**config.mk**
```make
export PLATFORM = sky130hd
export DESIGN_NAME = cook_program_sequencer
export DESIGN_NICKNAME = d
export VERILOG_FILES = /design/src/rtl/cook_program_sequencer.sv
export SDC_FILE = /design/constraint.sdc
export NUM_CORES = 1
export LEC_CHECK = 0
export ABC_AREA = 0
export CELL_PAD_IN_SITES_DETAIL_PLACEMENT = 1
export CELL_PAD_IN_SITES_GLOBAL_PLACEMENT = 1
export CORE_UTILIZATION = 29
export CTS_BUF_LIST = sky130_fd_sc_hd__clkbuf_16
export DETAILED_ROUTE_END_ITERATION = 6
export HOLD_SLACK_MARGIN = 0.1
export PLACE_DENSITY_LB_ADDON = 0.1
export RECOVER_POWER = 25
export SYNTH_ARGS = -nofsm -noshare
export SYNTH_HDL_FRONTEND = slang
export SYNTH_SLANG_ARGS = --single-unit
```
**constraint.sdc**
```tcl
create_clock -name clock -period 5.21 [get_ports clock]
set_input_delay 0.521 -clock clock [delete_from_list [all_inputs] [get_ports clock]]
set_output_delay 0.521 -clock clock [all_outputs]
set_load 0.005 [all_outputs]
```
**src/rtl/cook_program_sequencer.sv**
```systemverilog
// cook_program_sequencer: multi-stage microwave cook controller.
// Holds the stage program, drives the minutes/seconds counter load and
// decrement, duty-cycles the magnetron by stage power and reacts to
// start/stop/clear/door events.
// Optional feature: define COOK_SEQ_BEEP_EN to build the completion beeper.
module cook_program_sequencer #(
  parameter int unsigned ADDR_W     = 2,
  parameter int unsigned DUTY_WIN   = 10,
  parameter int unsigned BEEP_TICKS = 3
) (
  input  logic              clock,
  input  logic              reset,
  input  logic              sec_tick,
  input  logic              start_p,
  input  logic              stop_p,
  input  logic              clear_p,
  input  logic              door_closed,
  input  logic              cfg_we,
  input  logic [ADDR_W-1:0] cfg_addr,
  input  logic [11:0]       cfg_time,
  input  logic [3:0]        cfg_power,
  input  logic              cnt_zero,
  output logic              cnt_load,
  output logic [11:0]       cnt_load_val,
  output logic              cnt_dec_en,
  output logic              mag_on,
  output logic [ADDR_W-1:0] stage_idx,
  output logic              busy,
  output logic              done,
  output logic              beep
);

  localparam int unsigned STAGES = 2 ** ADDR_W;
  localparam int unsigned TIME_W = 12;
  localparam int unsigned PWR_W  = 4;
  localparam int unsigned DUTY_W = (DUTY_WIN > 1) ? $clog2(DUTY_WIN) : 1;

  localparam logic [PWR_W-1:0]  PWR_MAX   = PWR_W'(10);
  localparam logic [ADDR_W-1:0] LAST_IDX  = ADDR_W'(STAGES - 1);
  localparam logic [DUTY_W-1:0] DUTY_LAST = DUTY_W'(DUTY_WIN - 1);

  typedef enum logic [2:0] {
    S_IDLE  = 3'd0,
    S_LOAD  = 3'd1,
    S_COOK  = 3'd2,
    S_PAUSE = 3'd3,
    S_DONE  = 3'd4
  } state_t;

  state_t              state;
  logic [TIME_W-1:0]   stage_time  [STAGES];
  logic [PWR_W-1:0]    stage_power [STAGES];
  logic [ADDR_W-1:0]   idx;
  logic [DUTY_W-1:0]   duty_cnt;
  logic                done_r;

  logic [ADDR_W-1:0]   idx_next;
  logic                cfg_open;
  logic                in_cook;
  logic                cook_run;
  logic                last_stage;
  logic                done_set;

  assign idx_next   = idx + ADDR_W'(1);
  assign cfg_open   = (state == S_IDLE) || (state == S_DONE);
  assign in_cook    = (state == S_COOK);
  // COOK with no higher-priority event pending this cycle
  assign cook_run   = in_cook && !clear_p && !stop_p && door_closed;
  assign last_stage = (idx == LAST_IDX) || (stage_time[idx_next] == '0);
  assign done_set   = cook_run && cnt_zero && last_stage;

  assign stage_idx    = idx;
  assign busy         = (state == S_LOAD) || (state == S_COOK) || (state == S_PAUSE);
  assign done         = done_r;
  assign cnt_load     = (state == S_LOAD);
  assign cnt_load_val = cnt_load ? stage_time[idx] : '0;
  // A tick that meets the zero/transition cycle is swallowed, not forwarded
  assign cnt_dec_en   = cook_run && !cnt_zero && sec_tick;
  // Magnetron drops in the same cycle the door opens
  assign mag_on       = in_cook && door_closed &&
                        (8'(duty_cnt) < 8'(stage_power[idx]));

  // Stage program storage; writable only while no program is running
  always_ff @(posedge clock or posedge reset) begin
    if (reset) begin
      for (int unsigned i = 0; i < STAGES; i++) begin
        stage_time[i]  <= '0;
        stage_power[i] <= '0;
      end
    end else if (cfg_we && cfg_open) begin
      stage_time[cfg_addr]  <= cfg_time;
      stage_power[cfg_addr] <= (cfg_power > PWR_MAX) ? PWR_MAX : cfg_power;
    end
  end

  // Sequencer FSM: clear > stop > door open > start > tick/zero
  always_ff @(posedge clock or posedge reset) begin
    if (reset) begin
      state    <= S_IDLE;
      idx      <= '0;
      duty_cnt <= '0;
      done_r   <= 1'b0;
    end else begin
      done_r <= 1'b0;
      if (clear_p) begin
        state <= S_IDLE;
        idx   <= '0;
      end else begin
        case (state)
          S_IDLE: begin
            if (start_p && !stop_p && door_closed && (stage_time[0] != '0)) begin
              state <= S_LOAD;
              idx   <= '0;
            end
          end
          S_LOAD: begin
            duty_cnt <= '0;
            state    <= S_COOK;
          end
          S_COOK: begin
            if (stop_p || !door_closed) begin
              state <= S_PAUSE;
            end else if (cnt_zero) begin
              if (last_stage) begin
                state  <= S_DONE;
                done_r <= 1'b1;
              end else begin
                idx   <= idx_next;
                state <= S_LOAD;
              end
            end else if (sec_tick) begin
              duty_cnt <= (duty_cnt == DUTY_LAST) ? '0 : duty_cnt + DUTY_W'(1);
            end
          end
          S_PAUSE: begin
            if (stop_p) begin
              state <= S_IDLE;
              idx   <= '0;
            end else if (start_p && door_closed) begin
              state <= S_COOK;
            end
          end
          S_DONE: begin
            if (stop_p) begin
              state <= S_IDLE;
              idx   <= '0;
            end else if (start_p && door_closed && (stage_time[0] != '0)) begin
              state <= S_LOAD;
              idx   <= '0;
            end
          end
          default: begin
            state <= S_IDLE;
            idx   <= '0;
          end
        endcase
      end
    end
  end

`ifdef COOK_SEQ_BEEP_EN
  localparam int unsigned BEEP_W = (BEEP_TICKS > 1) ? $clog2(BEEP_TICKS) : 1;
  localparam logic [BEEP_W-1:0] BEEP_LAST = BEEP_W'(BEEP_TICKS - 1);

  logic              beep_r;
  logic [BEEP_W-1:0] beep_cnt;

  // Completion beeper: rises with done, lasts BEEP_TICKS seconds
  always_ff @(posedge clock or posedge reset) begin
    if (reset) begin
      beep_r   <= 1'b0;
      beep_cnt <= '0;
    end else if (done_set) begin
      beep_r   <= 1'b1;
      beep_cnt <= '0;
    end else if (clear_p || start_p) begin
      beep_r   <= 1'b0;
      beep_cnt <= '0;
    end else if (beep_r && sec_tick) begin
      if (beep_cnt == BEEP_LAST) begin
        beep_r <= 1'b0;
      end else begin
        beep_cnt <= beep_cnt + BEEP_W'(1);
      end
    end
  end

  assign beep = beep_r;
`else
  // Beeper not built; parameter kept so both builds share one interface
  assign beep = 1'b0 && (BEEP_TICKS != 0);
`endif

endmodule

```
==> run metrics, run 1 <==
type of the worst min-delay path flop to flop; Leak Pwr 1.90 nW; DR vias about 2.7k; largest net degree at the start of global routing between 40 and 50; failing checks max-capacitance violations, max-slew violations; CP startpoint kind flop; first-pass GRT wire length 17300 um; RSZ-0062 raised after global routing no; Sequential Power Share 0.452; RR Startpoint stage_idx[0]$_DFFE_PP0P_; Area Overhead vs Synth 24.6%; final setup margin 1700 ps; Final Non-Filler Cells 538; vias per inst just over 5; Layout Nets 394; PwrDens 358 nW/um2; Max clock buf depth 2; sequential area share after synthesis 0.480; ANT nets after route 0; clock root cell clkbuf_16; P_int between 0.001 and 0.0015 W; Top FF cell, synth dfrtp_1; post-synthesis async set-or-reset flop share 1.00; crit-path cells mux4_2 > inv_1 > ha_1 > o21ai_0 > a21oi_1 > nor4_1 > clkdlybuf4s50_1; die extent in y 117 um; WL final 10200 um; critical path data required time around 4700 ps; Mapped Cells 316; All-Layer GR Usage 0.164; FF-to-FF path depth 6; synthesized area per cell 12.2 um2; routed len/inst 19.0 um; Starting Density 0.302; Detailed Routing Iterations Pass 1 4; Synthesized Nets 349; Slowest-stage cell, CP dfrtp_1; Synth area leaders dfrtp_1 48%, mux2_2 16%, mux4_2 9.3%; core footprint 12800 um2; WP data arrival roughly 3000 ps; port buffer count 45; Clk pwr share 0.388; delay-heaviest family, CP flip-flops; biggest area consumer among synthesized cells dfrtp_1; Final Hold Fails 0; Worst Hold Path EP stage_power[2]$_DFFE_PP0P_; Final Skew 7.51 ps; max incr delay on CP 930 ps; Net Sw Frac 0.262; Slew Viols, Final 49; I/O pins 47; # rows 41; min-delay src stage_power[2]$_DFFE_PP0P_; Rel. slew slack -0.259; worst reg2reg setup slack 2510 ps; Post-CTS Setup Bufs 0; Post-synth EDFFs 0; Die Area 13800 um2; detailed-placement wirelength estimate 7100 um; initial antenna violation count 0; CTS tree yes; overall power 0.00172 W; CP bufs+invs 2; Placer Congestion 0.807; Max VDD drop 0.000146 V; Max Cap Viol 1; Inst Count DP ~520; post-synth cell types 48; Synth Cell Area between 3000 and 4000 um2; Crit. End Element output port; worst skew pair latency 340 ps; slew at the pin with the worst max-slew slack 1890 ps; vias in the first global route approximately 2.9k; residual DRC count 0; period utilization 0.673; worst-path maximum fanout 19; CTS buffer count 9; # clock sinks 74; worst setup path category flop to output port; dpl ws 2010 ps; width of the die 117 um; # resized after CTS 0; Worst Hold Depth 2; Fmax 0.285 GHz; Psw 0.000451 W; Comb power frac 0.159; # diodes 0; synthesized flop and latch total between 70 and 80; share of the synthesized area in the top cell type 0.480; status finished with violations; post-layout min period 3510 ps; setup violators final 0; Clock Pin Slew Worst Setup and Hold Paths ~60 ps; initial DRC count roughly 140; final core utilization 0.377; CTS Hold Bufs 0; Synth warnings 0; fraction of layout cells with a size suffix above 1 0.273; grt total ovfl 0; Sum Neg Setup Slack 0 ps; H-tree depth 3; Worst R2R End state[0]$_DFFE_PP0P_
flip-flops by register name, indices dropped and copies added (netlist names):
register / cells
done: 1
duty_cnt: 4
stage_idx: 2
stage_power: 16
stage_time: 48
state: 3
cell usage in the layout (no fill, tap or decap), drive strengths merged, types with 2 or more instances in the layout:
cell type	n
o21ai	18
clkinv	2
or4	4
nand3	5
a21oi	11
inv	12
mux4	16
nor3	4
and3	2
bufinv	2
dfrtp	74
or4b	2
clkinvlp	2
nor2b	2
nor2	9
o211ai	2
ha	6
nor3b	4
nand4b	2
mux2	54
nand2	15
o22ai	2
o31ai	3
or3b	2
clkbuf	9
and4	2
a31oi	3
nand4	2
and2	14
nor4	12
buf	7
clkdlybuf4s50	44
nand2b	5
per-layer routing:
metal | routed length (um) | GRT usage
met1 | 5030 | 0.228
met4 | 127 | 0.0536
met5 | 0 | 0
met3 | 282 | 0.0326
met2 | 4810 | 0.253
worst max-delay path by stage:
| stage | endpoint | cells past startpoint | from | slack [ps] |
|---|---|---|---|---|
| 2_1_floorplan | mag_on | 8 | stage_idx[0]$_DFFE_PP0P_ | 2530 |
| 3_3_place_gp | mag_on | 7 | stage_idx[1]$_DFFE_PP0P_ | 2100 |
| 3_5_place_dp | mag_on | 7 | stage_idx[1]$_DFFE_PP0P_ | 2010 |
| 4_1_cts | mag_on | 7 | stage_idx[1]$_DFFE_PP0P_ | 1620 |
| 5_1_grt | mag_on | 7 | stage_idx[1]$_DFFE_PP0P_ | 1470 |
| 6_report | mag_on | 7 | stage_idx[1]$_DFFE_PP0P_ | 1700 |
cell usage after synthesis (all sizes together) (2+ instances only):
cell    number
and2        14
o21ai       18
and4         2
nand3        5
clkbuf       8
a21oi       11
a31oi        3
buf         10
o31ai        3
and3         2
nand2b       5
nand4        2
nor3         4
or3b         2
ha           6
or4b         2
nand2       15
mux4        16
dfrtp       74
nor2b        2
mux2        54
nor4        12
o22ai        2
nor3b        4
o211ai       2
nor2         9
or4          4
nand4b       2
inv         11
tightest hold or removal path, delay by kind of cell (launching register included):
family	cells	cell delay (ps)
compound gates	1	60
flops	1	340
simple gates	1	50
logic make-up (layout without fill, tap and decap cells):
group	Yosys count	count (layout)	synth area share
compound gates	44	44	0.0687
fa+ha+maj	6	6	0.0195
buf+inv	29	79	0.0340
flops	74	74	0.480
mux	71	71	0.254
other cells	1	1	0.000972
simple gates	91	91	0.143
per-stage QoR:
step,instance area (um2),hold slack [ps]
after CTS,4810,490
final,4810,487
after global routing,4810,523
after detailed placement,4490,478
after floorplan,3860,445
after global placement,4490,462
power by group through the flow:
stage	logic, W	clock network (W)	registers [W]
after floorplan	0.000198	0	0.000747
after global placement	0.000271	0	0.000787
after global routing	0.000306	0.000715	0.000797
after CTS	0.000281	0.000687	0.000780
after detailed placement	0.000278	0	0.000790
final	0.000274	0.000669	0.000780
area by class of cell:
| class | instances | area (um2) |
|---|---|---|
| inverters | 11 | 41.3 |
| well taps | 172 | 215 |
| repair buffers | 52 | 503 |
| fillers | 1346 | 7960 |
| multi-input cells | 213 | 1880 |
| flip-flops and latches | 74 | 1850 |
| clock inverters | 7 | 92.6 |
| clock buffers | 9 | 225 |
Power figures use the tool's default switching activity.
==> inputs of run 2 (changes only) <==
clock period = 3.65 ns   (was 5.21 ns; I/O delays follow)
==> run 2 against run 1 <==
Against the previous run: via count is 0.62% lower; die area stayed put; sequential share of layout area is 0.39 points higher; clock power is 15% higher; combinational power is 42% higher; clock skew is 2.4 ps lower; the flow still finishes with violations (max-capacitance violations, max-slew violations); critical path type unchanged; hold slack better by 2.3 ps; sequential cell count stayed put; core utilization is 0.38 points lower.
==> run metrics, run 2 (synthesis gave the netlist of run 1 again) <==
Sum Neg Setup Slack 0 ps; worst-path maximum fanout 6; Max clock buf depth 2; WP data arrival 2650 ps; Min Hold Slack 489 ps; Detailed Routing Iterations Pass 1 4; CP startpoint kind flop; Crit. End Element output port; Final Non-Filler Cells 540; final core utilization 0.373; dpl cell area 4510 um2; Clk pwr share 0.338; Slew Viols, Final 51; clock root cell clkbuf_16; routed len/inst 18.6 um; initial antenna violation count 0; DR vias 2729; slew at the pin with the worst max-slew slack 1970 ps; Max VDD drop 0.000176 V; Worst R2R End state[0]$_DFFE_PP0P_; worst skew pair latency 340 ps; status finished with violations; Sequential Power Share 0.490; failing checks max-capacitance violations, max-slew violations; Area Overhead vs Synth 23.4%; Largest Register stage_time; width of the die 117 um; P_int 0.00166 W; Fmax 0.331 GHz; commonest non-fill, non-tap cell in the layout dfrtp_1; grt total ovfl 0; Comb power frac 0.172; max FFs per register 48; RR Startpoint stage_idx[0]$_DFFE_PP0P_; fraction of layout cells with a size suffix above 1 0.266; max incr delay on CP 560 ps; CTS buffer count 9; critical path data required time about 3300 ps; type of the worst min-delay path flop to flop; # diodes 0; die extent in y approximately 120 um; Final Hold Fails 0; detailed-placement wirelength estimate 7020 um; Clock Pin Slew Worst Setup and Hold Paths 50 ps; vias per inst 5.05; Inst Count DP 524; most frequent cells in the layout 74 x dfrtp_1, 54 x mux2_2, 44 x clkdlybuf4s50_1; first-pass GRT wire length 16900 um; Max Cap Viol 1; All-Layer GR Usage 0.161; CTS tree yes; period utilization 0.827; Psw 0.000604 W; WL final about 10000 um; Placer Congestion 0.761; # clock sinks 74; # resized after CTS 0; worst reg2reg setup slack 1030 ps; Net Sw Frac 0.266; Final Skew 5.11 ps; # rows 41; Final Instance Area 4760 um2; worst setup path category flop to output port; Layout Nets around 400; post-layout min period between 3000 and 4000 ps; Leak Pwr 1.89 nW; Starting Density 0.302; vias in the first global route 2983; I/O pins 47; FF-to-FF path depth 6; crit-path cells mux4_2 > inv_1 > ha_1 > o21ai_0 > a21oi_1 > nor4_1 > clkdlybuf4s50_1; port buffer count 45; Die Area 13800 um2; CTS Hold Bufs 0; largest net degree at the start of global routing 51; Regs by FF count stage_time: 48 flops, stage_power: 16 flops, duty_cnt: 4 flops; Slowest-stage cell, CP clkdlybuf4s50_1; ANT nets after route 0; H-tree depth 3; initial DRC count 150; setup violators final 0; residual DRC count 0; Rel. slew slack -0.316; Post-CTS Setup Bufs 0; worst setup path endpoint mag_on; PwrDens 477 nW/um2; crit path from stage_idx[0]$_DFFE_PP0P_; RSZ-0062 raised after global routing no; core footprint 12800 um2
## run 2: cell count changes in the layout (fill, tap and decap cells not counted)
| cell | delta |
|---|---|
| buf_4 | +2 |
| bufinv_16 | -2 |
| clkinv_1 | +2 |
| clkinvlp_4 | -2 |
| inv_1 | +2 |
| clkinv_2 | +1 |
| inv_6 | -1 |
## run 2: worst min-delay path by stage
stage	start	end	cells after the start
finish	stage_power[9]$_DFFE_PP0P_	stage_power[9]$_DFFE_PP0P_	2
global route	stage_power[3]$_DFFE_PP0P_	stage_power[3]$_DFFE_PP0P_	1
CTS	stage_power[9]$_DFFE_PP0P_	stage_power[9]$_DFFE_PP0P_	2
detailed placement	stage_power[9]$_DFFE_PP0P_	stage_power[9]$_DFFE_PP0P_	2
global placement	stage_power[9]$_DFFE_PP0P_	stage_power[9]$_DFFE_PP0P_	2
floorplan	stage_power[0]$_DFFE_PP0P_	stage_power[0]$_DFFE_PP0P_	2
## run 2: critical path: cells and delay by family (launching register included)
family | cells | cell delay [ps]
buffers and inverters | 2 | 630
multiplexers | 1 | 540
adder cells (fa/ha/maj) | 1 | 210
flip-flops | 1 | 520
AND/OR/NAND/NOR | 1 | 220
AO/OA/AOI/OAI | 2 | 200
## run 2: stage by stage
step	power, W	setup WS, ps
2_1_floorplan	0.00135	1120
3_3_place_gp	0.00151	979
3_5_place_dp	0.00152	927
4_1_cts	0.00231	562
5_1_grt	0.00240	506
6_report	0.00227	631
## run 2: per-layer routing
| metal | up-vias | routed length, um | global-route usage |
|---|---|---|---|
| li1 | 1275 | - | - |
| met1 | 1401 | 4980 | 0.223 |
| met2 | 41 | 4650 | 0.250 |
| met3 | 12 | 254 | 0.0287 |
| met4 | 0 | 156 | 0.0609 |
| met5 | - | 0 | 0 |
## run 2: layout make-up
class	count	area, um2
fill	1366	8010
sequential	74	1850
clock inverter	7	28.8
inverter	11	41.3
multi-input combinational	213	1880
timing repair buffer	54	518
clock buffer	9	225
tap	172	215
## run 2: power groups by stage
stage | Combinational (W) | Clock [W] | Sequential (W)
global route | 0.000434 | 0.000829 | 0.00114
finish | 0.000389 | 0.000767 | 0.00111
global placement | 0.000388 | 0 | 0.00113
CTS | 0.000399 | 0.000800 | 0.00111
detailed placement | 0.000396 | 0 | 0.00112
floorplan | 0.000283 | 0 | 0.00107
==> inputs of run 3 (changes only) <==
clock period = 3 ns   (was 3.65 ns; I/O delays follow)
==> run 3 against run 2 <==
Against the previous run: the flow now finishes without violations; total power is 31% higher; cell count up 0.19%; via count rose by 1.6%; wire length is 3.0% higher; clock-buffer cell count unchanged; critical endpoint unchanged; highest routed layer unchanged; register-to-register slack worse by 490 ps.
==> run metrics, run 3 (synthesis gave the netlist of run 1 again) <==
status finished, final reports clean; Slew Viols, Final 0; post-layout min period 2850 ps; critical path data required time 2700 ps; max incr delay on CP roughly 550 ps; Post-CTS Setup Bufs 0; Worst Hold Path EP stage_power[9]$_DFFE_PP0P_; overall power 0.00297 W; PwrDens 616 nW/um2; RR Startpoint stage_idx[0]$_DFFE_PP0P_; Leak Pwr roughly 1.9 nW; CTS tree yes; initial antenna violation count 0; worst skew pair latency 340 ps; # clock sinks 74; vias per inst 5.13; worst reg2reg setup slack ~540 ps; Clock Pin Slew Worst Setup and Hold Paths 50 ps; # diodes 0; worst-path maximum fanout 6; FF-to-FF path depth 6; RSZ-0062 raised after global routing no; CP bufs+invs 2; min-delay src stage_power[9]$_DFFE_PP0P_; # resized after CTS 1; Inst Count DP approximately 530; Worst R2R End state[0]$_DFFE_PP0P_; dpl cell area 4510 um2; width of the die approximately 120 um; DR vias 2774; WL final 10300 um; routed len/inst about 19 um; Detailed Routing Iterations Pass 1 4; delay-heaviest family, CP buffers and inverters; Crit. End Element output port; fraction of layout cells with a size suffix above 1 0.276; Worst Hold Depth 2; Starting Density 0.302; core footprint ~13000 um2; Final Hold Fails 0; Max VDD drop 0.000301 V; commonest non-fill, non-tap cell in the layout dfrtp_1; Fmax 0.351 GHz; period utilization 0.948; WP depth 7; CTS Hold Bufs 0; first-pass GRT wire length 17400 um; port buffer count 45; detailed-placement wirelength estimate ~7200 um; Largest Register stage_time; most frequent cells in the layout 73 x dfrtp_1, 54 x mux2_2, 44 x clkdlybuf4s50_1; Rel. slew slack 0.366; max FFs per register between 40 and 50; initial DRC count 142; All-Layer GR Usage 0.164; Die Area around 14000 um2; crit-path cells mux4_2 > inv_1 > ha_1 > o21ai_0 > a21oi_1 > nor4_1 > clkdlybuf4s50_1; H-tree depth 3; Placer Congestion around 0.75; grt total ovfl 0; clock root cell clkbuf_16; CTS buffer count 9; CP startpoint kind flop; die extent in y 117 um; Final Skew 9.50 ps; Slowest-stage cell, CP clkdlybuf4s50_1; WP data arrival 2550 ps; Regs by FF count stage_time: 48 flops, stage_power: 16 flops, duty_cnt: 4 flops; Final Instance Area 4820 um2; largest net degree at the start of global routing 28; Max Cap Viol 0; worst setup path category flop to output port; vias in the first global route 2953; I/O pins 47; type of the worst min-delay path flop to flop; residual DRC count 0; Max clock buf depth 2; Sum Neg Setup Slack 0 ps; setup violators final 0; Layout Nets 397; Min Hold Slack roughly 480 ps; slew at the pin with the worst max-slew slack around 950 ps; Area Overhead vs Synth 25.0%; Final Non-Filler Cells 541; # rows 41; ANT nets after route 0
==> run 3: cell types whose count changed in the layout (fill, tap and decap cells not counted) <==
cell	delta
bufinv_16	+2
dfrtp_1	-1
clkinv_1	-1
clkbuf_2	+1
inv_1	-1
dfrtp_2	+1
clkinv_4	+1
clkinv_2	-1
==> run 3: through the flow <==
step                 util  worst slack (ps)
global placement    0.353               417
floorplan               -               540
finish              0.378               155
detailed placement  0.353               342
CTS                 0.378              73.0
global route        0.378              6.95
==> run 3: power breakdown <==
| group | internal [W] | switching, W | leakage [nW] |
|---|---|---|---|
| clock network | 0.000719 | 0.000422 | 0.156 |
| logic | 0.000289 | 0.000188 | 0.861 |
| registers | 0.00119 | 0.000157 | 0.901 |
| total | 0.00220 | 0.000767 | 1.92 |
==> run 3: how the worst max path moves through the flow <==
stage	to	slack, ps	start
detailed placement	mag_on	340	stage_idx[0]$_DFFE_PP0P_
floorplan	mag_on	540	stage_idx[0]$_DFFE_PP0P_
global placement	mag_on	420	stage_idx[0]$_DFFE_PP0P_
CTS	mag_on	70	stage_idx[0]$_DFFE_PP0P_
global route	mag_on	7	stage_idx[0]$_DFFE_PP0P_
finish	mag_on	150	stage_idx[0]$_DFFE_PP0P_
==> run 3: final cells by class <==
class                   instances  area (um2)
clock buffers                   9         225
clock inverters                 7        85.1
fillers                      1393        7950
inverters                      11        41.3
multi-input cells             213        1880
flip-flops and latches         74        1850
well taps                     172         215
repair buffers                 55         523
==> run 3: layer usage <==
| metal | GRT usage | part of all wire | vias up |
|---|---|---|---|
| li1 | - | - | 1276 |
| met1 | 0.237 | 0.49 | 1434 |
| met2 | 0.242 | 0.46 | 54 |
| met3 | 0.0311 | 0.041 | 10 |
| met4 | 0.0584 | 0.014 | 0 |
| met5 | 0 | 0 | - |
==> run 3: worst min-delay path, stage by stage (launching register included) <==
cell and delay, ps:
dfrtp_1 340, nand2_1 50, o21ai_0 60
